## config.mk

```make
export PLATFORM = sky130hd
export DESIGN_NAME = nt_serial_collector
export DESIGN_NICKNAME = d
export VERILOG_FILES = /design/src/rtl/nt_serial_collector.sv
export SDC_FILE = /design/constraint.sdc
export NUM_CORES = 1
export LEC_CHECK = 0
export CAP_MARGIN = 30
export CORE_MARGIN = 2
export CORE_UTILIZATION = 52
export CTS_CLUSTER_DIAMETER = 150
export CTS_CLUSTER_SIZE = 25
export DETAILED_ROUTE_END_ITERATION = 8
export PLACE_DENSITY = 0.77
export SYNTH_ARGS = -nofsm -noshare
export SYNTH_HDL_FRONTEND = slang
export SYNTH_SLANG_ARGS = --single-unit
```

## constraint.sdc

```tcl
create_clock -name clk -period 2.6 [get_ports clk]
set_input_delay 0.39 -clock clk [delete_from_list [all_inputs] [get_ports clk]]
set_output_delay 0.39 -clock clk [all_outputs]
set_load 0.05 [all_outputs]
```

## src/rtl/nt_serial_collector.sv

```systemverilog
// Serial-to-parallel frame collector: gathers a preset number of serial bits
// (length loaded at frame start) and publishes the assembled word with a valid pulse.
module nt_serial_collector #(
  parameter int WIDTH     = 8,
  parameter int CNT_W     = 3,
  parameter int MSB_FIRST = 1
) (
  input  logic             clk,
  input  logic             rst,
  input  logic             in,
  input  logic             cnt,
  input  logic             ld_cnt,
  input  logic [CNT_W-1:0] init,
  output logic [WIDTH-1:0] parout,
  output logic             valid,
  output logic             busy,
  output logic             err
);

  localparam int IDX_W = (WIDTH > 1) ? $clog2(WIDTH) : 1;

  // The longest frame (2**CNT_W bits) must fit in the output word.
  generate
    if ((CNT_W < 1) || ((2 ** CNT_W) > WIDTH)) begin : g_bad_params
      $error("nt_serial_collector: 2**CNT_W must be <= WIDTH and CNT_W >= 1");
    end
  endgenerate

  typedef enum logic {
    IDLE  = 1'b0,
    SHIFT = 1'b1
  } state_t;

  state_t             r_state;
  state_t             w_state_nxt;
  logic [CNT_W-1:0]   r_rem;
  logic [CNT_W-1:0]   r_pos;
  logic [WIDTH-1:0]   r_sr;
  logic [WIDTH-1:0]   r_parout;
  logic               r_valid;
  logic               r_err;

  logic               w_load;
  logic               w_abort;
  logic               w_shift;
  logic               w_last;
  logic [IDX_W-1:0]   w_idx;
  logic [WIDTH-1:0]   w_sr_nxt;

  // NOTE: every signal driven here gets a default first so no path leaves it unassigned (no latch).
  always_comb begin
    w_state_nxt = r_state;
    w_load      = 1'b0;
    w_abort     = 1'b0;
    w_shift     = 1'b0;
    w_last      = 1'b0;
    case (r_state)
      IDLE: begin
        if (ld_cnt) begin
          w_load      = 1'b1;
          w_state_nxt = SHIFT;
        end
      end
      SHIFT: begin
        if (ld_cnt) begin
          w_load  = 1'b1;
          w_abort = 1'b1;
        end else if (cnt) begin
          w_shift = 1'b1;
          if (r_rem == '0) begin
            w_last      = 1'b1;
            w_state_nxt = IDLE;
          end
        end
      end
      default: w_state_nxt = IDLE;
    endcase
  end

  // Word as it will look once the current serial bit is absorbed.
  always_comb begin
    w_idx    = IDX_W'(r_pos);
    w_sr_nxt = r_sr;
    if (MSB_FIRST != 0) begin
      w_sr_nxt = {r_sr[WIDTH-2:0], in};
    end else begin
      w_sr_nxt[w_idx] = in;
    end
  end

  // NOTE: sequential state is written with <= only, so every flop sees pre-edge values.
  always_ff @(posedge clk or negedge rst) begin
    if (!rst) begin
      r_state <= IDLE;
    end else begin
      r_state <= w_state_nxt;
    end
  end

  always_ff @(posedge clk or negedge rst) begin
    if (!rst) begin
      r_rem    <= '0;
      r_pos    <= '0;
      r_sr     <= '0;
      r_parout <= '0;
      r_valid  <= 1'b0;
      r_err    <= 1'b0;
    end else begin
      r_valid <= w_last;
      if (w_load) begin
        r_rem <= init;
        r_pos <= '0;
        r_sr  <= '0;
        // A load in IDLE clears err; a load mid-frame flags the abort.
        r_err <= w_abort;
      end else if (w_shift) begin
        r_sr  <= w_sr_nxt;
        r_pos <= r_pos + CNT_W'(1);
        if (r_rem != '0) begin
          r_rem <= r_rem - CNT_W'(1);
        end
      end
      if (w_last) begin
        r_parout <= w_sr_nxt;
      end
    end
  end

  assign parout = r_parout;
  assign valid  = r_valid;
  assign busy   = (r_state == SHIFT);
  assign err    = r_err;

endmodule

```

# Word-level counts from Yosys, hierarchy flattened
# Cells that the tools add are included.
[classes] n_mux=18 order_cmp=0 addsub=1 n_reduce_logical=5 mul=0 n_div=0 n_eq_ne=0 bitwise=1 shift=0
[ops] cell="7-bit 2-to-1 mux" count=2
[ops] cell="1-bit 2-to-1 mux" count=12
[ops] cell="3-bit 2-to-1 mux" count=3
[ops] cell="2-bit nonzero test" count=2
[ops] cell="3-bit logical NOT" count=1
[ops] cell="3-bit nonzero test" count=1
[ops] cell="3-bit by 1-bit subtractor with 3-bit output (second input constant)" count=1
[ops] cell="1-bit case mux with 2 select lines" count=1
[ops] cell="2-bit AND reduction" count=1
[ops] cell="1-bit inverter" count=1
[totals] rom_bits=0 n_memories=0 out_inout_bits=11 latch_bits=0 ram_bits=0 reg_bits=21

# Logic depth before layout (Yosys ltp)
[depth] ltp_word=5 mapped_depth=6 ltp_nobuf=5

# Least setup slack after synthesis
# Ideal clock, no wire load.
[synth_path] kind="register -> register" startpoint="register r_state (netlist: busy)" endpoint="register r_parout[0] (netlist: parout[0])" slack_ps=1008 path_stages_with_launch=5 arrival_ps=1467 period_less_slack_ps=1592 required_ps=2475 cell_sequence="dfrtp_1 -> nand2_2 -> nor3b_2 -> buf_6 -> mux2_2"
[synth_via] elab_chain_cells=1
[synth_lines] item="from (decl)" line_no="34" rtl="state_t r_state;"
[synth_lines] item="from (signal assigned)" line_no="96" rtl="r_state <= w_state_nxt;"
[synth_lines] item="1-bit 2-to-1 mux" line_no="57" rtl="case (r_state)"
[synth_lines] item="via w_last" line_no="46" rtl="logic w_last;"
[synth_lines] item="to (signal assigned)" line_no="124" rtl="r_parout <= w_sr_nxt;"
[synth_lines] item="to (decl)" line_no="39" rtl="logic [WIDTH-1:0] r_parout;"
# The timed path passes the listed nets, and every way through them passes these cells.
# A chain may end at the register's enable or synchronous reset.

# Worst setup path after layout
[layout_path] startpoint="register r_state (netlist: busy)" endpoint="output busy"
[layout_rtl] item="to (decl)" line_no="16" rtl="output logic busy,"
# No word-level cell between the ends.

==> key figures <==
Outcome
  • Status: finished clean

GRT
  • Largest net degree at the start of global routing: 22
  • Vias in the first global route: 595
  • First-pass GRT wire length: 2.52 mm
  • Total grt overflow: 0
  • Initial antenna violation count: 0
  • Total track usage: 16.9%

Clock network
  • Cts hold-fix bufs: 0
  • CTS tree: built
  • Clock transition at path regs: 120 ps
  • Clock Sinks: 21
  • CTS Buf Count: 3
  • Post-CTS Setup Inserts: 0
  • Post-cts resize count: 0
  • Clock Path Buffers: 2
  • H-tree depth: 1
  • Clock Latency Late Sink: 310 ps
  • Clock Root Buffer: clkbuf_4

Pwr
  • Static leakage: 0.505 nW
  • Max rail drop VDD: 444 uV
  • Tot Pwr: 715 uW
  • Pwr/cell area: 637 nW/um^2

Finish
  • Fin area: 1120 um^2
  • Nets: 110
  • Non-Filler Instances: 116
  • Final core utilization: 66.5%
  • Layout cells sized above 1: 21.2%
  • Fillers: 140
  • Number of diodes: 0
  • P&R area growth vs syn: 22.5%

Floorplanning
  • Die H: 46.0 um
  • Die extent in x: 46.0 um
  • Initial Util: 54.3%
  • Io pins: 19
  • FP Rows: 15
  • Core Box Area: 1690 um^2
  • Die ar.: 2120 um^2

Setup path
  • Element type at the critical path end: output pin
  • R2r setup slk: 880 ps
  • CP top delay family: buffers and inverters
  • Critical path peak fanout: 6
  • CP bufs+invs: 1
  • RR Startpoint: r_rem[0]
  • R2R Path End: parout[2]
  • Worst EP required: 2210 ps
  • Worst Reg-to-Reg Cells: 6
  • CP max stage cell: clkdlybuf4s50_1
  • Setup crit start kind: flop
  • Crit Path Class: flop to output pin
  • CP Cell Sequence: clkdlybuf4s50_1
  • Max incr delay on CP: 840 ps
  • Worst Path Arrival: 1600 ps

Timing
  • Tcrit/Tclk final: 76.7%
  • Hold slack: 405 ps
  • Layout Skew: 2.62 ps
  • Min Tclk post-route: 1990 ps
  • Fmax: 502 MHz
  • Post-Route Setup TNS: 0 ps
  • Setup violations, final: 0
  • Final Max Tran Viols: 0
  • Setup WS post-layout: 606 ps
  • Worst rel slew slack: 66.4%
  • RSZ-0062 raised after global routing: no
  • Slew @ Worst Pin: 503 ps
  • Endpoints failing hold: 0

Synthesis
  • Register area share after synthesis: 57.3%
  • Post-synth net total: 89
  • Netlist Area Pre-Place: 917 um^2
  • Cell variety after synth: 22
  • Synth Area per Inst: 11.6 um^2
  • Top cells by area, synth: dfrtp_1 57%, mux2_2 11%, nand2_1 7.4%
  • Post-synthesis instance total: 79
  • Area leader, netlist: dfrtp_1
  • Synthesized flop and latch total: 21
  • Yosys warns: 0
  • Synth top area share: 57.3%

Drt
  • Drc violations: 0
  • DR WL/cell: 12.9 um
  • Detailed Route Iter0 Violations: 7
  • Total Routed Length: 1.50 mm
  • Routed Antenna Nets: 0
  • TritonRoute pass-1 iters: 4
  • Routed vias: 613
  • Vias/cell: 5.28

Place
  • Placed cells: 112
  • DP HPWL: 1.13 mm
  • Post-Place Cell Area: 1100 um^2
  • Gpl congestion: 0.763
  • Port bufs: 18
  • Setup WS pre-CTS: 637 ps

Job
  • Maxcap violations: 0

Min path
  • Hold Crit Class: input port to asynchronous set/reset pin
[power breakdown]
group	switching, mW	total (mW)	internal [mW]
Sequential	0.0155	0.369	0.353
Clock	0.100	0.158	0.0575
Combinational	0.114	0.189	0.0749
Total	0.230	0.715	0.485
[cells in the final DEF (no fill, tap or decap), types with 2 or more instances in the layout]
| cell type | count |
|---|---|
| ha_1 | 2 |
| or4_1 | 2 |
| mux2_2 | 9 |
| nand2_1 | 18 |
| clkbuf_4 | 3 |
| nor2_1 | 2 |
| dfrtp_1 | 21 |
| inv_1 | 2 |
| buf_4 | 3 |
| clkdlybuf4s50_1 | 18 |
| a21oi_1 | 7 |
[Yosys cell counts, drive strengths merged]
library cell  number
dfrtp             21
nand2             19
mux2               9
a21oi              7
buf                4
ha                 2
inv                2
nor2               2
or4                2
a21o               1
and2               1
clkbuf             1
mux2i              1
nand3              1
nor2b              1
nor3b              1
o211ai             1
o21ai              1
o311ai             1
or2b               1
[layer usage]
metal  vias up  GRT usage, %  wire length (um)  part of all wire [%]
met4         0          8.57                35                   2.3
met5         -             0                 0                     0
met3         5          2.38                41                   2.7
li1        304             -                 -                     -
met1       291          21.6               715                    48
met2        13          27.8               708                    47
[logic make-up after synthesis]
group                      synth area share, %
DFF                                       57.3
AOI/OAI and AO/OA                         7.09
and+or+nand+nor                           15.0
muxes                                     12.1
adders and majority gates                 2.73
buffers and inverters                     5.73
[state kept, by name, summed over array words and instances, names as in the netlist]
register	count
busy	1
err	1
parout	8
r_rem	3
r_sr	7
valid	1
[area by class of cell]
type                    instances  area [um^2]  area share, %
multi-input cells              51          339           30.2
flip-flops and latches         21          526           46.8
repair buffers                 21          203           18.0
clock inverters                 1         5.00          0.445
clock buffers                   3         22.5           2.00
well taps                      17         21.3           1.89
inverters                       2         7.51          0.668
[how the worst max path moves through the flow]
| stage | start | endpoint | slack, ps | cells past startpoint |
|---|---|---|---|---|
| floorplan | busy | parout[0] | 1010 | 4 |
| global placement | cnt | parout[1] | 680 | 5 |
| detailed placement | cnt | parout[7] | 640 | 5 |
| CTS | busy | busy | 600 | 1 |
| global route | busy | busy | 580 | 1 |
| finish | busy | busy | 610 | 1 |
Power figures use the tool's default switching activity.
